### src/rtl/contador_ctrl.sv
// contador_ctrl: layer state FSM plus a sequencer that reads the four FIFO counters while the layer is IDLE
module contador_ctrl (
    input  logic       clk,
    input  logic       reset,
    input  logic       init,
    input  logic [3:0] fifo_empty,
    input  logic       rd_start,
    input  logic       valid,
    input  logic [4:0] data_in,
    output logic [3:0] state,
    output logic       req,
    output logic [1:0] idx,
    output logic       busy,
    output logic       rd_done,
    output logic [4:0] cnt_0,
    output logic [4:0] cnt_1,
    output logic [4:0] cnt_2,
    output logic [4:0] cnt_3
);
    typedef enum logic [3:0] {RESET = 4'b0001, INIT = 4'b0010, IDLE = 4'b0100, ACTIVE = 4'b1000} layer_t;
    typedef enum logic [1:0] {S_IDLE, S_PEND, S_REQ, S_WAIT} sched_t;
    layer_t     layer_q, layer_d;
    sched_t     sched_q, sched_d;
    logic [1:0] idx_d;
    logic       busy_d, done_d, cap, is_idle;
    logic [4:0] cnt_q [4];
    assign is_idle = layer_q == IDLE;
    always_comb begin
        case (layer_q)
            RESET:   layer_d = INIT;
            INIT:    layer_d = init ? INIT : IDLE;
            IDLE:    layer_d = init ? INIT : (fifo_empty != 4'hF ? ACTIVE : IDLE);
            ACTIVE:  layer_d = init ? INIT : (fifo_empty == 4'hF ? IDLE : ACTIVE);
            default: layer_d = RESET;
        endcase
    end
    // A missing valid in S_WAIT retries the same index rather than skipping it
    always_comb begin
        sched_d = sched_q;
        idx_d   = idx;
        busy_d  = busy;
        done_d  = 1'b0;
        cap     = 1'b0;
        case (sched_q)
            S_IDLE: if (rd_start) begin
                busy_d  = 1'b1;
                idx_d   = 2'd0;
                sched_d = is_idle ? S_REQ : S_PEND;
            end
            S_PEND: sched_d = is_idle ? S_REQ : S_PEND;
            S_REQ:  sched_d = S_WAIT;
            S_WAIT: begin
                cap = valid;
                if (!valid) sched_d = is_idle ? S_REQ : S_PEND;
                else if (idx != 2'd3) begin
                    idx_d   = idx + 2'd1;
                    sched_d = is_idle ? S_REQ : S_PEND;
                end else begin
                    done_d  = 1'b1;
                    busy_d  = 1'b0;
                    idx_d   = 2'd0;
                    sched_d = S_IDLE;
                end
            end
            default: sched_d = S_IDLE;
        endcase
    end
    always_ff @(posedge clk) begin
        if (reset) begin
            layer_q <= RESET;
            sched_q <= S_IDLE;
            req     <= 1'b0;
            idx     <= 2'd0;
            busy    <= 1'b0;
            rd_done <= 1'b0;
            for (int i = 0; i < 4; i++) cnt_q[i] <= 5'd0;
        end else begin
            layer_q <= layer_d;
            sched_q <= sched_d;
            req     <= sched_d == S_REQ;
            idx     <= idx_d;
            busy    <= busy_d;
            rd_done <= done_d;
            if (cap) cnt_q[idx] <= data_in;
        end
    end
    assign state = layer_q;
    assign cnt_0 = cnt_q[0];
    assign cnt_1 = cnt_q[1];
    assign cnt_2 = cnt_q[2];
    assign cnt_3 = cnt_q[3];
endmodule

### config.mk
export PLATFORM = sky130hd
export DESIGN_NAME = contador_ctrl
export DESIGN_NICKNAME = d
export VERILOG_FILES = /design/src/rtl/contador_ctrl.sv
export SDC_FILE = /design/constraint.sdc
export NUM_CORES = 1
export LEC_CHECK = 0
export ABC_AREA = 1
export BUFFER_PORTS_ARGS = -buffer_cell sky130_fd_sc_hd__buf_2
export CORE_AREA = 2 2 63 65
export CTS_BUF_LIST = sky130_fd_sc_hd__clkbuf_8 sky130_fd_sc_hd__clkbuf_16
export DETAILED_ROUTE_END_ITERATION = 8
export DIE_AREA = 0 0 65 67
export GPL_ROUTABILITY_DRIVEN = 0
export PLACE_DENSITY = 0.66
export SLEW_MARGIN = 15
export SYNTH_ARGS = -nofsm -noshare
export SYNTH_HDL_FRONTEND = slang
export SYNTH_SLANG_ARGS = --single-unit
export TNS_END_PERCENT = 10
### constraint.sdc
create_clock -name clk -period 1.33 [get_ports clk]
set_input_delay 0.133 -clock clk [delete_from_list [all_inputs] [get_ports clk]]
set_output_delay 0.133 -clock clk [all_outputs]
set_load 0.05 [all_outputs]
==> run summary <==
==============================================================================
Worst hold-check slack ..........................................    0.0484 ns
Met3 wirelength from detailed routing ...........................       201 um
Clock tree sinks ................................................           31
Worst-margin pin slew ...........................................     0.313 ns
Number of fill cells ............................................          350
Run status ......................................................    completed
M1 wire length ..................................................      1090 um
Cell type with the highest aggregate area in the netlist ........ sky130_fd_sc_hd__edfxtp_1
Power density cells .............................................  1290 mW/mm2
Growth of design area from synthesis to finish ..................        34.8%
Number of library cell types mapped by synthesis ................           23
CP max stage delay ..............................................      0.34 ns
Beginning of the critical path ..................................   sched_q[1]
Wire length reported by the detailed router .....................      2450 um
Met2 routed WL ..................................................      1110 um
Mapped Nets .....................................................          143
Portion of the post-synthesis area used by sequential elements ..        64.1%
Top layer used by detailed routing ..............................         met4
Wire per inst ...................................................      10.6 um
Clk_lat worst skew ..............................................      0.27 ns
Tmin final ......................................................      1.23 ns
CTS root buffer ................................................. sky130_fd_sc_hd__clkbuf_8
Max IR drop VDD .................................................       894 uV
Register cell area after layout .................................      830 um2
Detailed router's first-iteration violation count ...............           38
Wire length of the first global-routing pass ....................      3960 um
Die Y ...........................................................        67 um
Initial Utilization .............................................        35.5%
Vias in the first global route ..................................          935
Drt pass-1 iters ................................................            4
CTS HTree Levels ................................................            2
Cell Rows .......................................................           22
Combined area of all synthesized cells ..........................  0.00128 mm2
Max-slew violations .............................................            0
Family with the most delay on the worst path .................... simple AND/OR/NAND/NOR gates
Count of input and output buffers ...............................           42
Multi-input gate area ...........................................      423 um2
Sum of internal, switching and leakage power ....................      2.23 mW
Type of the tightest min-delay check ............................ input port to flop
CP max stage cell ............................................... sky130_fd_sc_hd__dfxtp_2
Final Hold Viols ................................................            0
Total number of nets in the final design ........................          198
Post-route DRC ..................................................            0
Die Outline Area ................................................  0.00436 mm2
Number of cells produced by synthesis ...........................          128
Dominant cell type by count on the critical path ................ sky130_fd_sc_hd__nand2_4
Arrival time reported for the critical path endpoint ............      1.36 ns
Initial antenna violation count .................................            0
Aggregate global routing overflow ...............................            0
Core box area ...................................................  0.00361 mm2
Largest net degree at the start of global routing ...............           10
Fmax ............................................................    0.813 GHz
Area share of the largest cell type after synthesis .............        46.9%
Total inserted antenna cells ....................................            0
CTS Hold Buffers Added ..........................................            0
Number of clock buffers inserted by TritonCTS ...................            5
Clock transition at the registers of the reported paths .........      0.06 ns
Max Cap Violations ..............................................            0
Area of placed instances ........................................  0.00162 mm2
Finished Core Util ..............................................        47.8%
Post-CTS Repair Setup Buffers ...................................            0
Detailed placer's ending HPWL ...................................      1870 um
Worst Setup Start Kind ..........................................         flop
Vias post-DR ....................................................         1024
Number of enable-type register cells in the synthesized netlist .           20
Top area cells in the synthesized netlist ....................... sky130_fd_sc_hd__edfxtp_1, sky130_fd_sc_hd__dfxtp_1, sky130_fd_sc_hd__nor2_1
Unrepaired setup endpoints after global routing .................          yes
Crit Path Category .............................................. flop to flop
Cell with the most instances after synthesis .................... sky130_fd_sc_hd__nor2_1
Final setup violation count .....................................            0
Data required time of the critical path .........................      1.47 ns
Critical Path Sink Type .........................................         flop
Worst Min Path Start ............................................        reset
Clock tree from TritonCTS .......................................         done
Die extent in x .................................................        65 um
Total track usage ...............................................        12.5%
Detail Route Antenna Nets .......................................            0
Mean instance size in the synthesized netlist ...................     10.0 um2
Yosys reg bits ..................................................           31
Number of top-level pins ........................................           43
Max-slew headroom ...............................................        79.2%
Ys async rst share ..............................................           0%
Warning count from the yosys run ................................            0
Max Fanout on Critical Path .....................................            5
Buffer levels on the longest clock path .........................            2
Leakage power ...................................................     0.843 nW
Final setup TNS .................................................         0 ns
Worst-path cell chain ........................................... nand2_1 > inv_2 > nand2_4 > clkinv_2 > nand2_4 > nor2_8 > nand2_4 > buf_4 > nor2_1
Crit path buf inv count .........................................            3
Fraction of layout cells with a size suffix above 1 .............        40.4%
Final cell area excluding filler cells ..........................  0.00173 mm2
Vias per std cell ...............................................         4.43
Final Cycle Share ...............................................        92.4%
Critical register-to-register path startpoint ...................   sched_q[1]
Final setup skew ................................................  0.000669 ns
Top FF cell, synth .............................................. sky130_fd_sc_hd__edfxtp_1
Most common library cells after synthesis ....................... sky130_fd_sc_hd__nor2_1, sky130_fd_sc_hd__nand2_1, sky130_fd_sc_hd__edfxtp_1
==============================================================================
[layer usage]
metal,vias up,GRT usage (%)
li1,521,-
met2,42,21.0
met5,-,0
met1,453,14.1
met3,8,3.55
met4,0,7.18
[final cells by class]
cell class	instances	share of cell area, %
Sequential cell	31	48.1
Multi-Input combinational cell	77	24.5
Timing Repair Buffer	49	15.2
Inverter	19	4.21
Clock buffer	5	3.99
Tap cell	48	3.48
Clock inverter	2	0.508
[flip-flops by register name, summed over array words and instances, names as in the netlist]
register,flops
sched_q,2
req,1
cnt_q,20
rd_done,1
state,4
busy,1
idx,2
[cell usage in the layout, fill, tap and decap left out]
cell                       instances
sky130_fd_sc_hd__dfxtp_2           1
sky130_fd_sc_hd__clkinv_1          1
sky130_fd_sc_hd__nor3_1            1
sky130_fd_sc_hd__inv_1            17
sky130_fd_sc_hd__nor2_2            3
sky130_fd_sc_hd__nand4_1           1
sky130_fd_sc_hd__inv_2             1
sky130_fd_sc_hd__clkbuf_8          5
sky130_fd_sc_hd__nand3_2           1
sky130_fd_sc_hd__buf_2            42
sky130_fd_sc_hd__a31oi_1           1
sky130_fd_sc_hd__ha_1              1
sky130_fd_sc_hd__o21ai_1           1
sky130_fd_sc_hd__o21ai_0           2
sky130_fd_sc_hd__o221a_2           1
sky130_fd_sc_hd__nand2_1          20
sky130_fd_sc_hd__buf_4             7
sky130_fd_sc_hd__nand2_4           6
sky130_fd_sc_hd__a21oi_1           4
sky130_fd_sc_hd__or2_2             1
sky130_fd_sc_hd__edfxtp_1         20
sky130_fd_sc_hd__clkinv_2          2
sky130_fd_sc_hd__nor2_8            1
sky130_fd_sc_hd__dfxtp_1           8
sky130_fd_sc_hd__nand3_1           6
sky130_fd_sc_hd__dfxtp_4           2
sky130_fd_sc_hd__o31ai_4           1
sky130_fd_sc_hd__nor2_1           26
[timing repair]
action / in CTS / in global routing
endpoints found under the setup margin: 10 / 27
gates resized for setup: 2 / 6
pin swaps: 0 / 0
[cells by family after synthesis]
kind of cell	share of synthesized area (%)
AO/OA/AOI/OAI	4.69
adder cells (fa/ha/maj)	0.977
buffers and inverters	6.06
flip-flops	64.1
AND/OR/NAND/NOR	24.1
[final timing paths]
path                                    end  slack [ns]  depth (start not counted)
worst max register to register  cnt_q[0][4]        0.10                          9
worst min-delay path             sched_q[0]        0.05                          2
worst max-delay path            cnt_q[0][4]        0.10                          9
worst min register to register         busy        0.54                          1
[power by group]
| part | switching (mW) | internal (mW) | leakage [nW] |
|---|---|---|---|
| clock | 0.314 | 0.347 | 0.0414 |
| sequential | 0.0475 | 1.08 | 0.299 |
| combinational | 0.326 | 0.113 | 0.503 |
| total | 0.688 | 1.54 | 0.843 |
[through the flow]
step | instances | setup slack [ns]
finish | 231 | 0.100
global route | 231 | -0.00870
CTS | 231 | 0.0458
detailed placement | 224 | -0.00534
global placement | 224 | 0.0312
floorplan | 128 | -0.00392
Power figures use the tool's default switching activity.
